**config.mk**
```make
export PLATFORM = sky130hd
export DESIGN_NAME = grid_manager
export DESIGN_NICKNAME = d
export VERILOG_FILES = /design/src/rtl/grid_manager_pkg.sv /design/src/rtl/grid_row_select.sv /design/src/rtl/grid_manager.sv
export SDC_FILE = /design/constraint.sdc
export NUM_CORES = 1
export LEC_CHECK = 0
export ABC_AREA = 1
export BUFFER_PORTS_ARGS = -buffer_cell sky130_fd_sc_hd__buf_2
export CAP_MARGIN = 0
export CORE_MARGIN = 2
export CORE_UTILIZATION = 30
export DETAILED_ROUTE_END_ITERATION = 12
export PLACE_DENSITY_LB_ADDON = 0.2
export SYNTH_ARGS = -nofsm -noshare
export SYNTH_HDL_FRONTEND = slang
export SYNTH_HIERARCHICAL = 1
export SYNTH_SLANG_ARGS = --single-unit
```
**constraint.sdc**
```tcl
create_clock -name clk -period 10.9 [get_ports clk]
set_input_delay 0.545 -clock clk [delete_from_list [all_inputs] [get_ports clk]]
set_output_delay 0.545 -clock clk [all_outputs]
set_load 0.02 [all_outputs]
```
**src/rtl/grid_manager_pkg.sv**
```systemverilog
// Shared tetris constants: playfield geometry, grid FSM encoding, renderer cell size.
package grid_manager_pkg;

    localparam int unsigned ROWS    = 30;
    localparam int unsigned COLS    = 10;
    localparam int unsigned CELLS   = ROWS * COLS;
    localparam int unsigned CELL_PX = 16;

    typedef enum logic [1:0] {
        StIdle  = 2'd0,
        StScan  = 2'd1,
        StShift = 2'd2,
        StDone  = 2'd3
    } state_t;

endpackage

```
**src/rtl/grid_row_select.sv**
```systemverilog
// Picks the row addressed by ptr out of the flat playfield and flags it when every cell is set.
module grid_row_select #(
    parameter int unsigned ROWS  = grid_manager_pkg::ROWS,
    parameter int unsigned COLS  = grid_manager_pkg::COLS,
    parameter int unsigned PTR_W = (ROWS > 1) ? $clog2(ROWS) : 1
) (
    input  logic [ROWS*COLS-1:0] grid,
    input  logic [PTR_W-1:0]     ptr,
    output logic                 full
);

    logic [COLS-1:0] row;

    // Row multiplexer; pointer values past the last row read as an empty row.
    always_comb begin
        row = '0;
        for (int r = 0; r < ROWS; r++) begin
            if (int'(ptr) == r) begin
                row = grid[r*COLS +: COLS];
            end
        end
    end

    assign full = &row;

endmodule

```
**src/rtl/grid_manager.sv**
```systemverilog
// Playfield owner: merges settled pieces, then sweeps bottom-up removing full rows.
module grid_manager #(
    parameter int unsigned ROWS = grid_manager_pkg::ROWS,
    parameter int unsigned COLS = grid_manager_pkg::COLS
) (
    input  logic                 clk,
    input  logic                 rst,
    input  logic                 lock_valid,
    input  logic [ROWS*COLS-1:0] lock_mask,
    output logic                 lock_ready,
    input  logic                 clear_all,
    output logic [ROWS*COLS-1:0] grid,
    output logic                 busy,
    output logic                 lines_valid,
    output logic [2:0]           lines_cleared,
    output logic                 game_over
);

    import grid_manager_pkg::*;

    localparam int unsigned      PTR_W   = (ROWS > 1) ? $clog2(ROWS) : 1;
    localparam logic [PTR_W-1:0] PTR_TOP = PTR_W'(ROWS - 1);

    state_t                 state_q;
    logic [PTR_W-1:0]       ptr_q;
    logic                   row_full;
    logic [ROWS*COLS-1:0]   shifted;

    grid_row_select #(
        .ROWS  (ROWS),
        .COLS  (COLS),
        .PTR_W (PTR_W)
    ) u_row_select (
        .grid (grid),
        .ptr  (ptr_q),
        .full (row_full)
    );

    // Shift network: drop everything above the pointer by one row, feed zeros in at the top.
    always_comb begin
        shifted           = grid;
        shifted[0 +: COLS] = '0;
        for (int r = 1; r < ROWS; r++) begin
            if (r <= int'(ptr_q)) begin
                shifted[r*COLS +: COLS] = grid[(r-1)*COLS +: COLS];
            end
        end
    end

    assign lock_ready = (state_q == StIdle);
    assign busy       = (state_q != StIdle);

    // Lock/scan/shift sequencer; clear_all overrides everything and aborts a sweep silently.
    always_ff @(posedge clk or posedge rst) begin
        if (rst) begin
            state_q       <= StIdle;
            grid          <= '0;
            ptr_q         <= PTR_TOP;
            lines_cleared <= 3'd0;
            lines_valid   <= 1'b0;
            game_over     <= 1'b0;
        end else if (clear_all) begin
            state_q       <= StIdle;
            grid          <= '0;
            ptr_q         <= PTR_TOP;
            lines_cleared <= 3'd0;
            lines_valid   <= 1'b0;
            game_over     <= 1'b0;
        end else begin
            lines_valid <= 1'b0;
            case (state_q)
                StIdle: begin
                    if (lock_valid) begin
                        grid          <= grid | lock_mask;
                        // Collision still merges; the flag is sticky until a new game.
                        if (|(grid & lock_mask)) begin
                            game_over <= 1'b1;
                        end
                        ptr_q         <= PTR_TOP;
                        lines_cleared <= 3'd0;
                        state_q       <= StScan;
                    end
                end
                StScan: begin
                    if (row_full) begin
                        state_q <= StShift;
                    end else if (ptr_q == '0) begin
                        state_q     <= StDone;
                        lines_valid <= 1'b1;
                    end else begin
                        ptr_q <= ptr_q - PTR_W'(1);
                    end
                end
                StShift: begin
                    // Pointer stays put so the row that just moved down gets re-tested.
                    grid <= shifted;
                    if (lines_cleared != 3'd7) begin
                        lines_cleared <= lines_cleared + 3'd1;
                    end
                    state_q <= StScan;
                end
                StDone: begin
                    state_q <= StIdle;
                end
                default: begin
                    state_q <= StIdle;
                end
            endcase
        end
    end

endmodule

```
# ---- Word level (Yosys, flattened, before mapping)
# Index checks and enable logic that the tools add are counted.
dict set report op_classes {
  add_sub_neg 2
  n_reduce_logical 45
  order_cmp 29
  mux 84
  n_bitwise 2
  eq_ne 67
}
# op count
set op_table {}
lappend op_table {{$mux W300} 2}
lappend op_table {{$pmux W300 S2} 1}
lappend op_table {{$mux W10} 59}
lappend op_table {{$and A300 B300 Y300} 1}
lappend op_table {{$or A300 B300 Y300} 1}
lappend op_table {{$reduce_or A300 Y1} 1}
lappend op_table {{$ne A3 B3 Y1 const B} 33}
lappend op_table {{$reduce_and A3 Y1} 31}
lappend op_table {{$eq A5 B5 Y1 const B} 16}
lappend op_table {{$le A5 B5 Y1 const A} 14}
lappend op_table {{$eq A5 B4 Y1 const B} 8}
lappend op_table {{$le A4 B5 Y1 const A} 8}
lappend op_table {{$eq A5 B3 Y1 const B} 4}
lappend op_table {{$le A3 B5 Y1 const A} 4}
lappend op_table {{$mux W5} 4}
lappend op_table {{$le A2 B5 Y1 const A} 2}
lappend op_table {{$logic_not A5 Y1} 2}
lappend op_table {{$pmux W5 S2} 1}
lappend op_table {{$reduce_and A10 Y1} 1}
lappend op_table {{$mux W3} 3}
lappend op_table {{$mux W1} 8}
lappend op_table {{$mux W2} 4}
lappend op_table {{$pmux W2 S4} 1}
lappend op_table {{$reduce_bool A2 Y1} 4}
lappend op_table {{other kinds (13)} 16}
dict set report word_totals {
  wordCells 264
  register_bits 312
}

# ---- Logic depth before layout (Yosys ltp)
dict set report depth {
  ltp_word 35
  ltp_mapped 40
  mapped_depth_nobuf 39
}

# ---- Hierarchy
# Netlist, hierarchy kept.
# mod cells_per_inst area_per_inst_um2 instances
set modules_own_cells {}
lappend modules_own_cells {grid_manager 2518 17948.5 1}
lappend modules_own_cells {grid_row_select 683 3000.4 1}

# ---- Worst setup path after synthesis
# No wires, ideal clock.
dict set report synth_timing {
  kind {register to register}
  from {reg ptr_q[1]}
  to {reg ptr_q[4]}
  path_stages_with_launch 32
  arrival_time_ns 3.187
  n_path_buf 0
  t_required_ns 10.814
  path_slack_ns 7.627
  synth_period_minus_slack_ns 3.273
  cell_sequence {dfrtp_1 > nor2_2 > nand2_1 > nor2_2 > inv_1 > or2_2 > nand2_1 > nand4_1 > nor2_1 > nand4_1 > nand2_1 > nand3_1 > nand2_1 > nand2_1 > nand2_1 > nand3_1 > nand2_1 > nand2_1 > nand3_1 > nand2_1 > nand2_1 > nor2_1 > nand2_1 > a21oi_1 > inv_1 > nand2_1 > nand2_1 > inv_1 > nor2_1 > nand2_1 > o21ai_0 > nand3_1}
}
dict set report synth_between {
  elab_chain_cells 34
  word_cells_on_any_way 70
  classes_between {add/sub: 1; eq/ne: 31; mux: 34; reduce/logical: 4}
}
# element line
set synth_rtl {}
lappend synth_rtl {{start: declaration} grid_manager.sv:25} ;# logic [PTR_W-1:0] ptr_q;
lappend synth_rtl {{start signal: assignment} grid_manager.sv:91} ;# ptr_q <= ptr_q - PTR_W'(1);
lappend synth_rtl {{$logic_not A5 Y1} grid_row_select.sv:18} ;# if (int'(ptr) == r) begin
lappend synth_rtl {{$mux W10 (29 in series)} grid_row_select.sv:18}
lappend synth_rtl {{$mux W10 *} grid_row_select.sv:18}
lappend synth_rtl {{$reduce_and A10 Y1 *} grid_row_select.sv:24} ;# assign full = &row;
lappend synth_rtl {{via row_full} grid_manager.sv:26} ;# logic row_full;
lappend synth_rtl {{$ne A3 B3 Y1 (no line) *} --}
lappend synth_rtl {{$reduce_and A4 Y1 (no line) *} --}
# Mark *: on every way through the listed nets, which the timed path passes. The rest lies on a longest branch. The select of a mux whose other input is x is not followed.
# A chain may end at the register's enable or synchronous reset.

# ---- Worst setup path after layout
dict set report layout_timing {
  from {reg ptr_q[2]}
  to {reg ptr_q[4]}
}
# Same word-level chain as after synthesis.

==> results.cfg <==
[power]
max-vdd-ir-drop_mv = 0.114
power.density_nw_per_um2 = 247
p_leak_nw = 13.5
finalPower_mw = 6.43

[clock_network]
cts_resized = 0
cts_setup_buffers = 0
clk_latency_ns = 0.58
cts_buffers = 41
cts_max_level = 2
cts.sinks = 312
cts_tree = built
root_buffer = clkbuf_16
clkTransAtPathRegs_ns = 0.06
hold_buffers = 0
cts.path.max_buffers = 3

[place]
dp_hpwl_um = 95600
io_buffers = 610
placed_area_um2 = 24700
place_congestion = 0.948

[layout]
design_area_um2 = 26100
multi_input_area_um2 = 11100
seqCellArea_um2 = 7810
fill_cells = 7590
drive_gt1_share_pct = 21.6
layout.nets = 4029
area_growth_pct = 24.4

[detailed_routing]
detail_route.wl_per_cell_um = 26.3
ant_nets = 0
drt_iter0_drc = 3071
drcViolationCount = 0
wl_met3_um = 10900
wl_met2_um = 57200
dr.pass1.iters = 6
top_layer_used = met5
finalWirelength_um = 124000
wl_met1_um = 51100
routed_via_density = 5.38
num_vias = 25200

[setup_path]
crit_path_end_kind = flop
critPathKind = flop to flop
crit_fanout = 20
max_stage_delay_ns = 0.79
crit_slowest_cell = dfstp_2
startpoint_type = flop
cp_common_cell = nand2_1
cp.required_ns = 11.39
worstPathArrival_ns = 5.50

[logic_synthesis]
synth-async-reset-ratio_pct = 100
synth_area_um2 = 20900
netlist-cell-type-count = 43
yosysWarningCount = 6
synth_ff_type = dfrtp_1
ys_ff_latch = 312
synthCells = 3201
syn_area_per_cell_um2 = 6.54
synth_nets = 3512
ys_seq_area_share_pct = 37.3
synth_edf_count = 0

[sta]
relSlewSlack_pct = 6.68
fin_skew_ns = 0.0267
finalSetupViolCount = 0
fmax_ghz = 0.200
period_share_pct = 45.9
fin_setup_tns_ns = 0
hold_viol_final = 0
holdWs_ns = 0.0725
tightest_slew_ns = 1.40
drv_slew = 0
rsz0062_at_grt = no
fin_crit_ns = 5.01

[floorplan]
fp.dieW_um = 268
dieArea_um2 = 72000
ioPinCount = 611
design.core.area_um2 = 68800
initial_core_util_pct = 30.4
die_h_um = 268
row_count = 96

[flow_run]
cap_violations = 0

[global_route]
grt_max_degree = 206
antenna_found_initial = 30
grt_pass1_wl_um = 173000
overflow = 0
grt_pass1_vias = 23500
grt_use_total_pct = 33.4

[status]
status = complete, no violations

[hold_path]
worstHoldPathType = input port to async pin
[critical path: cells and delay by family (launching register included)]
family / cells / cell delay [ns]
AOI/OAI and AO/OA: 2 / 0.29
DFF: 1 / 0.79
and+or+nand+nor: 28 / 3.50
buffers and inverters: 4 / 0.38
[report_power, final]
part | internal (mW) | switching [mW]
clock network | 0.763 | 0.587
registers | 1.54 | 0.910
logic | 0.776 | 1.85
[final timing paths]
| path | start | endpoint | slack, ns | cells past startpoint |
|---|---|---|---|---|
| worst min register to register | game_over | game_over | 0.53 | 2 |
| worst max-delay path | ptr_q[2] | ptr_q[4] | 5.89 | 34 |
| max in group asynchronous | rst | grid[119] | 9.40 | 3 |
| worst min-delay path | rst | grid[294] | 0.07 | 2 |
| worst max register to register | ptr_q[2] | ptr_q[4] | 5.89 | 34 |
| min in group clk | lock_mask[0] | grid[0] | 0.22 | 3 |
[cell type report]
type / count / share of cell area [%]
inverter: 350 / 5.09
clock buffer: 59 / 4.58
sequential: 312 / 30.0
tap: 931 / 4.47
clock inverter: 14 / 0.346
multi-input combinational: 2371 / 42.7
timing repair buffer: 642 / 12.7
antenna: 14 / 0.134
[sequential cells by signal (all words and copies together), names as in the netlist]
signal         flops
game_over          1
grid             300
lines_cleared      3
lines_valid        1
ptr_q              5
state_q            2
[synth_stat cells (all sizes together), types with 2 or more instances]
cell type	count	area, um2
and3	2	12.5
dfrtp	308	7710
clkbuf	91	344
a21oi	219	1100
inv	347	1300
o31ai	3	22.5
a41oi	3	26.3
o21a	2	15.0
o22ai	11	68.8
nand4	30	188
nor3	11	55.1
a31oi	10	62.6
nand3	67	350
or2	68	425
o21ai	428	2150
nand3b	2	15.0
buf	77	395
nor2	418	1620
ha	7	87.6
clkinv	3	11.3
nand2	885	3340
dfstp	4	105
a22oi	200	1500
[stage by stage]
stage	setup slack, ns	util, %	cells
after global routing	5.37	37.8	4686
after CTS	5.97	37.8	4679
after global placement	6.12	35.9	4606
after detailed placement	6.00	35.9	4606
final	5.89	37.9	4693
after floorplan	1.73	-	3201
[layout by cell type, fill, tap and decap left out, drive strengths merged]
| master | count |
|---|---|
| a21oi | 219 |
| a22oi | 200 |
| a31o | 1 |
| a31oi | 10 |
| a32o | 1 |
| a41oi | 3 |
| and3 | 2 |
| buf | 642 |
| clkbuf | 59 |
| clkinv | 11 |
| clkinvlp | 2 |
| dfrtp | 308 |
| dfstp | 4 |
| diode | 14 |
| ha | 7 |
| inv | 351 |
| nand2 | 885 |
| nand3 | 67 |
| nand3b | 2 |
| nand4 | 30 |
| nor2 | 418 |
| nor3 | 11 |
| o21a | 2 |
| o21ai | 428 |
| o21bai | 1 |
| o22ai | 11 |
| o31ai | 3 |
| o32ai | 1 |
| o41ai | 1 |
| or2 | 68 |
[cell families after synthesis]
family / synth area share (%)
adder cells (fa/ha/maj): 0.418
buffers and inverters: 9.80
AO/OA/AOI/OAI: 23.8
flip-flops: 37.3
AND/OR/NAND/NOR: 28.7
[per-layer routing]
layer,track usage (%),up-vias
li1,-,11500
met1,44.9,12200
met2,53.7,1272
met3,6.62,199
met4,11.3,16
met5,0,-
Power figures use the tool's default switching activity.
